===== src/rtl/elevator_pkg.sv =====
// elevator_pkg: shared types and constants for the SCAN elevator controller.
//   state_e   : FSM states IDLE / MOVE / DOOR
//   DIR_*     : direction encoding as seen on dir_o
//   max_i     : helper used to size the shared down-counter
package elevator_pkg;

    typedef enum logic [1:0] {
        IDLE = 2'd0,
        MOVE = 2'd1,
        DOOR = 2'd2
    } state_e;

    localparam logic [1:0] DIR_IDLE = 2'b00;
    localparam logic [1:0] DIR_UP   = 2'b01;
    localparam logic [1:0] DIR_DOWN = 2'b10;

    function automatic int max_i(input int a, input int b);
        return (a > b) ? a : b;
    endfunction

endpackage


===== src/rtl/elevator_cnt.sv =====
// elevator_cnt: loadable down-counter with a terminal flag.
//   clk, rst    : clock, synchronous active-high reset
//   load_i      : load load_val_i this cycle (wins over decrement)
//   load_val_i  : value to load; the owner state then lasts load_val_i cycles
//   done_o      : high in the last cycle of a loaded interval (count == 1)
module elevator_cnt #(
    parameter int W = 8
) (
    input  logic         clk,
    input  logic         rst,
    input  logic         load_i,
    input  logic [W-1:0] load_val_i,
    output logic         done_o
);

    logic [W-1:0] cnt_q;

    always_ff @(posedge clk) begin
        if (rst) begin
            cnt_q <= '0;
        end else if (load_i) begin
            cnt_q <= load_val_i;
        end else if (cnt_q != '0) begin
            cnt_q <= cnt_q - W'(1);
        end
    end

    // Terminal at 1 rather than 0 so a load of N gives exactly N cycles.
    assign done_o = (cnt_q == W'(1));

endmodule


===== src/rtl/elevator_scan_ctrl.sv =====
// elevator_scan_ctrl: SCAN (collective) elevator car controller.
//   clk, rst     : clock, synchronous active-high reset
//   call_i       : one-cycle call pulses per floor
//   floor_o      : current or last-passed floor
//   dir_o        : 00 idle/door, 01 up, 10 down
//   moving_o     : high while in MOVE
//   door_open_o  : high while in DOOR
//   arrive_o     : one-cycle pulse on each floor change
//   pending_o    : latched call lamps
// All outputs are registered.
module elevator_scan_ctrl
    import elevator_pkg::*;
#(
    parameter int FLOORS     = 8,
    parameter int TRAVEL_CYC = 50_000_000,
    parameter int DOOR_CYC   = 100_000_000,
    localparam int FLOOR_W   = $clog2(FLOORS)
) (
    input  logic               clk,
    input  logic               rst,
    input  logic [FLOORS-1:0]  call_i,
    output logic [FLOOR_W-1:0] floor_o,
    output logic [1:0]         dir_o,
    output logic               moving_o,
    output logic               door_open_o,
    output logic               arrive_o,
    output logic [FLOORS-1:0]  pending_o
);

    localparam int CNT_W = $clog2(max_i(TRAVEL_CYC, DOOR_CYC) + 1);

    state_e              state_q, state_d;
    logic [FLOOR_W-1:0]  floor_q, floor_d;
    logic [1:0]          last_dir_q, last_dir_d;
    logic [FLOORS-1:0]   pending_q, pending_d;
    logic [1:0]          dir_q, dir_d;
    logic                moving_q, moving_d;
    logic                door_q, door_d;
    logic                arrive_q, arrive_d;

    logic                cnt_load;
    logic [CNT_W-1:0]    cnt_val;
    logic                cnt_done;

    logic [FLOOR_W-1:0]  nf;        // floor reached at the end of this segment
    logic                above, below;
    logic                ahead;     // requests beyond nf in the travel direction
    logic [FLOORS-1:0]   clr;
    logic [FLOORS-1:0]   set;
    logic                go_up;

    elevator_cnt #(.W(CNT_W)) u_cnt (
        .clk        (clk),
        .rst        (rst),
        .load_i     (cnt_load),
        .load_val_i (cnt_val),
        .done_o     (cnt_done)
    );

    always_comb begin
        nf = (last_dir_q == DIR_UP) ? floor_q + FLOOR_W'(1) : floor_q - FLOOR_W'(1);

        above = 1'b0;
        below = 1'b0;
        ahead = 1'b0;
        for (int i = 0; i < FLOORS; i++) begin
            if (i > int'(floor_q)) above = above | pending_q[i];
            if (i < int'(floor_q)) below = below | pending_q[i];
            if (last_dir_q == DIR_UP   && i > int'(nf)) ahead = ahead | pending_q[i];
            if (last_dir_q == DIR_DOWN && i < int'(nf)) ahead = ahead | pending_q[i];
        end
    end

    always_comb begin
        state_d    = state_q;
        floor_d    = floor_q;
        last_dir_d = last_dir_q;
        arrive_d   = 1'b0;
        cnt_load   = 1'b0;
        cnt_val    = '0;
        clr        = '0;
        go_up      = 1'b0;

        unique case (state_q)
            IDLE: begin
                if (pending_q[floor_q]) begin
                    state_d      = DOOR;
                    cnt_load     = 1'b1;
                    cnt_val      = CNT_W'(DOOR_CYC);
                    clr[floor_q] = 1'b1;
                end else if (|pending_q) begin
                    // Keep the previous sweep direction while it still has work.
                    go_up      = (last_dir_q == DIR_UP) ? above : !below;
                    state_d    = MOVE;
                    cnt_load   = 1'b1;
                    cnt_val    = CNT_W'(TRAVEL_CYC);
                    last_dir_d = go_up ? DIR_UP : DIR_DOWN;
                end
            end
            MOVE: begin
                if (cnt_done) begin
                    floor_d  = nf;
                    arrive_d = 1'b1;
                    if (pending_q[nf]) begin
                        state_d  = DOOR;
                        cnt_load = 1'b1;
                        cnt_val  = CNT_W'(DOOR_CYC);
                        clr[nf]  = 1'b1;
                    end else if (ahead) begin
                        cnt_load = 1'b1;
                        cnt_val  = CNT_W'(TRAVEL_CYC);
                    end else begin
                        state_d = IDLE;
                    end
                end
            end
            DOOR: begin
                // A repeat call at this floor holds the door instead of latching.
                if (call_i[floor_q]) begin
                    cnt_load = 1'b1;
                    cnt_val  = CNT_W'(DOOR_CYC);
                end else if (cnt_done) begin
                    state_d = IDLE;
                end
            end
            default: state_d = IDLE;
        endcase

        set = call_i;
        if (state_q == DOOR) set[floor_q] = 1'b0;
        // Clear wins over a same-cycle set.
        pending_d = (pending_q | set) & ~clr;

        moving_d = (state_d == MOVE);
        door_d   = (state_d == DOOR);
        dir_d    = (state_d == MOVE) ? last_dir_d : DIR_IDLE;
    end

    always_ff @(posedge clk) begin
        if (rst) begin
            state_q    <= IDLE;
            floor_q    <= '0;
            last_dir_q <= DIR_UP;
            pending_q  <= '0;
            dir_q      <= DIR_IDLE;
            moving_q   <= 1'b0;
            door_q     <= 1'b0;
            arrive_q   <= 1'b0;
        end else begin
            state_q    <= state_d;
            floor_q    <= floor_d;
            last_dir_q <= last_dir_d;
            pending_q  <= pending_d;
            dir_q      <= dir_d;
            moving_q   <= moving_d;
            door_q     <= door_d;
            arrive_q   <= arrive_d;
        end
    end

    assign floor_o     = floor_q;
    assign dir_o       = dir_q;
    assign moving_o    = moving_q;
    assign door_open_o = door_q;
    assign arrive_o    = arrive_q;
    assign pending_o   = pending_q;

endmodule


===== config.mk =====
export PLATFORM = sky130hd
export DESIGN_NAME = elevator_scan_ctrl
export DESIGN_NICKNAME = d
export VERILOG_FILES = /design/src/rtl/elevator_pkg.sv /design/src/rtl/elevator_cnt.sv /design/src/rtl/elevator_scan_ctrl.sv
export SDC_FILE = /design/constraint.sdc
export NUM_CORES = 1
export LEC_CHECK = 0
export CORE_UTILIZATION = 28
export CTS_CLUSTER_SIZE = 12
export DETAILED_ROUTE_END_ITERATION = 16
export MAX_ROUTING_LAYER = met4
export PLACE_DENSITY_LB_ADDON = 0.08
export SYNTH_ARGS = -nofsm -noshare
export SYNTH_HDL_FRONTEND = slang
export SYNTH_SLANG_ARGS = --single-unit
export TNS_END_PERCENT = 10

===== constraint.sdc =====
create_clock -name clk -period 3.85 [get_ports clk]
set_clock_uncertainty 0.1 [all_clocks]
set_input_delay 0.5775 -clock clk [delete_from_list [all_inputs] [get_ports clk]]
set_output_delay 0.5775 -clock clk [all_outputs]
set_load 0.01 [all_outputs]

==> results of run 1 <==
## power groups by stage
stage	clock network [mW]	registers (mW)	logic, mW
6_report	0.526	0.717	0.871
5_1_grt	0.565	0.733	0.965
4_1_cts	0.540	0.716	0.875
3_5_place_dp	0	0.726	0.869
3_3_place_gp	0	0.728	0.870
2_1_floorplan	0	0.696	0.667
## registers in the layout, indices dropped and copies added, names as in the netlist
signal,flops
state_q,2
pending_o,8
moving_o,1
arrive_o,1
door_open_o,1
floor_o,3
u_cnt.cnt_q,27
last_dir_q,2
dir_o,2
## area by class of cell
type,count,area (um2)
fillers,1181,7184
repair buffers,37,340.3
multi-input cells,302,2053
well taps,140,175.2
clock inverters,2,38.79
flip-flops and latches,47,940.9
clock buffers,6,138.9
inverters,17,63.81
## cell usage in the layout, fill, tap and decap left out, drive strengths merged, types with 3 or more instances in the layout
master	count
dfxtp	47
a21oi	28
nor2	27
clkdlybuf4s50	25
o21ai	21
nor4	19
inv	16
nand2	15
xnor2	15
nand3	15
nor3	15
a31oi	14
buf	12
nand2b	12
a211oi	10
xor2	10
or3	9
or4	9
ha	8
clkbuf	6
mux2	5
mux2i	5
nand4	5
nor2b	5
a21boi	4
o31ai	4
or2	3
a32oi	3
and4	3
a211o	3
and2b	3
## per-stage QoR
stage                     power [mW]  hold WS [ns]  cell area, um2  cells  setup slack (ns)
after floorplan                1.364        0.3700            3176    387            0.3927
after global placement         1.598        0.3799            3573    543            0.6397
after detailed placement       1.594        0.3919            3573    543            0.5945
after CTS                      2.132        0.4024            3751    551            0.5471
after global routing           2.264        0.4284            3751    551            0.1885
final                          2.114        0.4004            3751    551            0.5298
## worst min-delay path: cells and delay by family, from the launching register on
kind            cells  cell delay (ns)
flops               1             0.32
compound gates      2             0.13
## path summary, 6_finish.rpt
| path | to | cells after the start | slack, ns |
|---|---|---|---|
| min reg2reg | u_cnt.cnt_q[26] | 2 | 0.40 |
| max reg2reg | u_cnt.cnt_q[22] | 9 | 0.53 |
| min | u_cnt.cnt_q[26] | 2 | 0.40 |
| max | u_cnt.cnt_q[22] | 9 | 0.53 |
## cells by family after synthesis
kind of cell	Yosys count	synth area share [%]
DFF	47	29.63
AOI/OAI and AO/OA	106	22.22
xor gates and xnor gates	25	6.895
buffers and inverters	38	5.713
adders and majority gates	8	3.152
muxes	12	4.767
and+or+nand+nor	151	27.62
## routing by layer
layer	GRT usage [%]	vias up	part of all wire (%)
met3	2.592	2	3.7
met1	25.00	1507	48
met4	3.571	0	0.42
met5	-	-	0
met2	29.02	61	48
li1	-	1495	-
==> summary.txt, run 1 <==
Timing
  – Transition time of the tightest slew-check pin: 0.9330 ns
  – Tcrit/Tclk final: between 80% and 90%
  – Fmax: about 300 MHz
  – Final slew viol count: 0
  – Setup tns final: 0 ns
  – Max_slew headroom: roughly 37%
  – Setup-failing EPs final: 0
  – Tmin final: between 3 and 4 ns
  – RSZ-0062 raised after global routing: false
  – Fin. Hold Viols: 0

Hold path
  – Min-Delay Path Class: reg -> reg
  – Hold Path Origin: u_cnt.cnt_q[26]

Die
  – Core outline area: about 11000 um2
  – Initial Util: between 20 and 30%
  – DIE HEIGHT: 108.5 um
  – IO Pins: 26
  – FP Rows: 38
  – Die area: 11770 um2
  – Die Wd: between 100 and 150 um

Route
  – First-pass DRT Iterations: 5
  – Vias: just over 3000
  – Routed WL per cell: roughly 18 um
  – DRC violations left: 0
  – Routed Antenna Nets: 0
  – Post-Route WL: 9971 um
  – Initial DRC Count: between 150 and 200
  – Via density per instance: roughly 5.6

Clock network
  – Cts bufs inserted: 5
  – Clock Sinks: 47
  – CTS tree: done
  – Clock transition at path regs: roughly 0.070 ns
  – CTS resizes: 0
  – Clock Latency Late Sink: a little under 0.3 ns
  – Post-CTS setup buffer count: 0
  – CTS max path bufs: 2
  – Hold_buf cts: 0
  – Root buffer cell: clkbuf_16
  – H-tree levels: 2

Placement
  – Post-DP HPWL: ~7300 um
  – Routability congestion estimate: between 0.8 and 0.9
  – PortBufs: 25

Setup path
  – Crit Path Category: reg -> reg
  – Crit path arrival time: 3.34 ns
  – Family with the most delay on the worst path: compound AO/OA/AOI/OAI gates
  – Worst setup SP type: flip-flop
  – Launch point of the worst path: floor_o[0]
  – CP cell instances: buf_4 -> ha_1 -> ha_1 -> nor3b_1 -> a32oi_1 -> a32oi_1 -> nand4_1 -> o21ai_1 -> a31oi_1
  – Slowest CP cell: nor3b_1
  – Worst reg2reg startpoint: floor_o[0]
  – Slowest cell delay on critical path: 0.56 ns
  – Worst Path Buf+Inv: 1
  – Setup crit end kind: flip-flop
  – Crit path max fanout: 13
  – CP required: roughly 3.9 ns

Synthesis
  – Ys async rst share: 0%
  – Synth cell count leaders: dfxtp_1 (47), a21oi_1 (27), nor2_1 (27)
  – Yosys top cell area share: just under 30%
  – Register area share after synthesis: 29.63%
  – Syn Area/Cell: 8.206 um2
  – Leading area contributor after synthesis: dfxtp_1
  – Yosys reg bits: 47
  – Number of synthesis warnings: 0
  – Syn nets: roughly 410
  – Mapped Cells: 387
  – Most frequently used flop master after synthesis: dfxtp_1
  – Top-count cell post-synth: dfxtp_1
  – Number of synthesized flops with an enable pin: 0
  – Synthesized area: around 3200 um2
  – Ranking of synthesized cells by area: dfxtp_1 (30%), a21oi_1 (4.3%), xnor2_1 (4.1%), nor4_1 (3.5%), nor2_1 (3.2%)
  – Synth cell types: 69

Power
  – Flop pwr share: ~34%
  – NetSw: 0.8049 mW
  – Internal Power: 1.309 mW
  – Max VDD drop: 0.2481 mV
  – Clock share of power: 24.9%
  – Switch share: a little under two fifths
  – Cell leakage power: 1.319 nW
  – Pwr/cell area: ~560 nW/um2
  – Combinational Power Share: approximately two fifths

Finish
  – Area delta synth->final: 18.12%
  – Final core utilization: between 30 and 40%
  – # diodes: 0
  – Final nets: about 430
  – Layout cells sized above 1: 10.71%

Global route
  – Largest net degree at the start of global routing: 23
  – First-pass GRT wire length: ~16000 um
  – GRT Overall Usage: 18.40%
  – Initial antenna violation count: 0
  – Vias in the first global route: 2914
  – GRT Residual Overflow: 0

Job
  – MaxCap Viol Count: 0

Status
  – Outcome: completed
(Power assumes the default switching activity.)
==> run 2, diff against run 1 <==
- CORE_UTILIZATION: 28 -> 25
- CTS_BUF_LIST: not set -> sky130_fd_sc_hd__clkbuf_4
- CTS_CLUSTER_SIZE: 12 -> 8
==> run 2 against run 1 <==
Compared with the run above:
- critical endpoint is now u_cnt.cnt_q[20]
- combinational power is essentially flat
- fmax shrank 1.7%
- global-route usage shrank 1.5 points
- hold slack gained 0.014 ns
- final area shrank 2.0%
- count of clock-buffer cells in the layout shrank 1
- critical path depth is the same
- sequential share of layout area grew 0.51 points
==> summary.txt, run 2 (same netlist as run 1, synthesis figures left out) <==
Timing
  – RSZ-0062 raised after global routing: false
  – Setup tns final: 0 ns (unchanged)
  – Tcrit/Tclk final: 87.75% (+1.5 points)
  – Max_slew headroom: 34.00% (-3.2 points)
  – Transition time of the tightest slew-check pin: 0.9869 ns (+0.05392 ns)
  – Final slew viol count: 0 (unchanged)
  – Fin. Hold Viols: 0 (unchanged)
  – Setup-failing EPs final: 0 (unchanged)
  – Tmin final: 3.378 ns (+0.05809 ns)
  – Hold slack: 0.4149 ns (+0.01449 ns)
  – Fmax: 296.0 MHz (-1.7%)

Hold path
  – Hold Path Origin: u_cnt.cnt_q[26]
  – Hold Path Depth: 2 (unchanged)
  – Worst Hold Path EP: u_cnt.cnt_q[26]
  – Min-Delay Path Class: reg -> reg

Setup path
  – Crit Path Category: reg -> reg
  – Worst reg2reg startpoint: floor_o[0]
  – CP required: 3.98 ns (+0.11 ns)
  – Reg-to-Reg End: u_cnt.cnt_q[20]
  – Slowest cell delay on critical path: 0.59 ns (+0.03 ns)
  – Setup crit end kind: flip-flop
  – Family with the most delay on the worst path: compound AO/OA/AOI/OAI gates
  – CP cell instances: buf_4 -> ha_1 -> ha_1 -> nor3b_1 -> a32oi_1 -> a32oi_1 -> nand4_1 -> o21ai_1 -> a31oi_1
  – Reg2Reg Setup Slack: 0.47 ns (-0.06 ns)
  – Crit path max fanout: 9 (-4)
  – Worst setup SP type: flip-flop
  – Worst Path Buf+Inv: 1 (unchanged)
  – Reg2Reg Depth: 9 (unchanged)
  – Crit path arrival time: 3.51 ns (+0.17 ns)
  – Slowest CP cell: nor3b_1

Clock network
  – Clock transition at path regs: 0.15 ns (+0.08 ns)
  – Clock Sinks: 47 (unchanged)
  – Cts bufs inserted: 5 (unchanged)
  – Clock Latency Late Sink: 0.38 ns (+0.09 ns)
  – Hold_buf cts: 0 (unchanged)
  – Root buffer cell: clkbuf_4
  – CTS max path bufs: 2 (unchanged)
  – CTS tree: done
  – CTS resizes: 0 (unchanged)
  – H-tree levels: 2 (unchanged)
  – Post-CTS setup buffer count: 0 (unchanged)

Finish
  – FILL cells: 1358 (+15%)
  – Final nets: 430 (+0.47%)
  – # diodes: 0 (unchanged)
  – Area delta synth->final: 15.76%
  – Final instance area: 3676 um2 (-2.0%)
  – Final core utilization: 30.10% (-4.2 points)
  – Layout cells sized above 1: 10.65% (-0.052 points)
  – Most flops, register: u_cnt.cnt_q
  – Commonest non-fill, non-tap cell in the layout: dfxtp_1
  – Most frequent cells in the layout: dfxtp_1 (47), a21oi_1 (27), nor2_1 (27), clkdlybuf4s50_1 (25), o21ai_0 (19)
  – Multi-input gate area: 2053 um2 (unchanged)
  – Register area: 940.9 um2 (unchanged)
  – Max reg flops: 27 (unchanged)

Placement
  – PortBufs: 25 (unchanged)
  – Post-DP HPWL: 7510 um (+3.3%)
  – Placed instance area: 3623 um2 (+1.4%)
  – Routability congestion estimate: 0.8091 (-1.2%)

Die
  – FP Rows: 40 (+5.3%)
  – IO Pins: 26 (unchanged)
  – Die area: 13160 um2 (+12%)
  – Initial Util: 26.00% (-3.0 points)
  – Core outline area: 12210 um2 (+12%)
  – Die Wd: 114.7 um (+5.7%)
  – DIE HEIGHT: 114.7 um (+5.7%)

Global route
  – Vias in the first global route: 3046 (+4.5%)
  – Initial antenna violation count: 0 (unchanged)
  – GRT Residual Overflow: 0 (unchanged)
  – First-pass GRT wire length: 16620 um (+3.0%)
  – GRT Overall Usage: 16.85% (-1.5 points)
  – Largest net degree at the start of global routing: 23 (unchanged)

Route
  – Post-Route WL: 10230 um (+2.6%)
  – Routed Antenna Nets: 0 (unchanged)
  – Vias: 3019 (-1.5%)
  – Routed WL per cell: 17.61 um (-2.7%)
  – Initial DRC Count: 137 (-18%)
  – DRC violations left: 0 (unchanged)
  – First-pass DRT Iterations: 4 (-1)
  – Via density per instance: 5.196 (-6.6%)

Job
  – MaxCap Viol Count: 0 (unchanged)

Power
  – Pwr/cell area: 499.0 nW/um2 (-11%)
  – Cell leakage power: 1.269 nW (-3.8%)
  – Max VDD drop: 0.1675 mV (-33%)

Status
  – Outcome: completed
[run 2: cell count changes in the layout (fill, tap and decap cells not counted), sizes merged]
cell and delta:
bufinv -1, clkbuf -1, clkinvlp +1, clkinv +2, inv -1, buf +2
[run 2: report_power, final]
group	internal, mW	switching (mW)	leakage, nW
Clock	0.0674	0.177	0.0263
Sequential	0.596	0.122	0.389
Combinational	0.386	0.486	0.854
Total	1.05	0.785	1.27
[run 2: layer usage]
layer	routed length, um	track usage (%)	share of wire, %	up-vias
met5	0	-	0	-
met4	174	4.589	1.7	0
met3	302	2.753	3.0	12
met2	4440	25.13	43	46
met1	5312	23.39	52	1459
li1	-	-	-	1502
[run 2: area by class of cell]
cell class | count | share of cell area, %
Multi-Input combinational cell | 302 | 55.85
Sequential cell | 47 | 25.60
Timing Repair Buffer | 39 | 9.666
Tap cell | 168 | 5.718
Inverter | 17 | 1.736
Clock buffer | 5 | 1.021
Clock inverter | 3 | 0.4084
[run 2: worst max-delay path by stage]
| stage | from | to | slack (ns) | cells after the start |
|---|---|---|---|---|
| 3_3_place_gp | floor_o[0] | u_cnt.cnt_q[23] | 0.65 | 9 |
| 2_1_floorplan | floor_o[1] | u_cnt.cnt_q[0] | 0.39 | 12 |
| 4_1_cts | floor_o[0] | u_cnt.cnt_q[15] | 0.51 | 9 |
| 5_1_grt | floor_o[0] | state_q[1] | 0.19 | 10 |
| 6_report | floor_o[0] | u_cnt.cnt_q[20] | 0.47 | 9 |
| 3_5_place_dp | floor_o[0] | u_cnt.cnt_q[15] | 0.54 | 9 |
[run 2: through the flow]
step	setup slack (ns)	std cells	power [mW]
finish	0.4717	581	1.834
global route	0.1936	581	1.982
CTS	0.5139	581	1.848
detailed placement	0.5375	573	1.597
global placement	0.6461	573	1.603
floorplan	0.3927	387	1.364
[run 2: worst register-to-register path, cell delays in order (launching register included)]
cell,delay [ns]
dfxtp_1,0.35
buf_4,0.17
ha_1,0.20
ha_1,0.34
nor3b_1,0.59
a32oi_1,0.20
a32oi_1,0.35
nand4_1,0.21
o21ai_1,0.55
a31oi_1,0.16
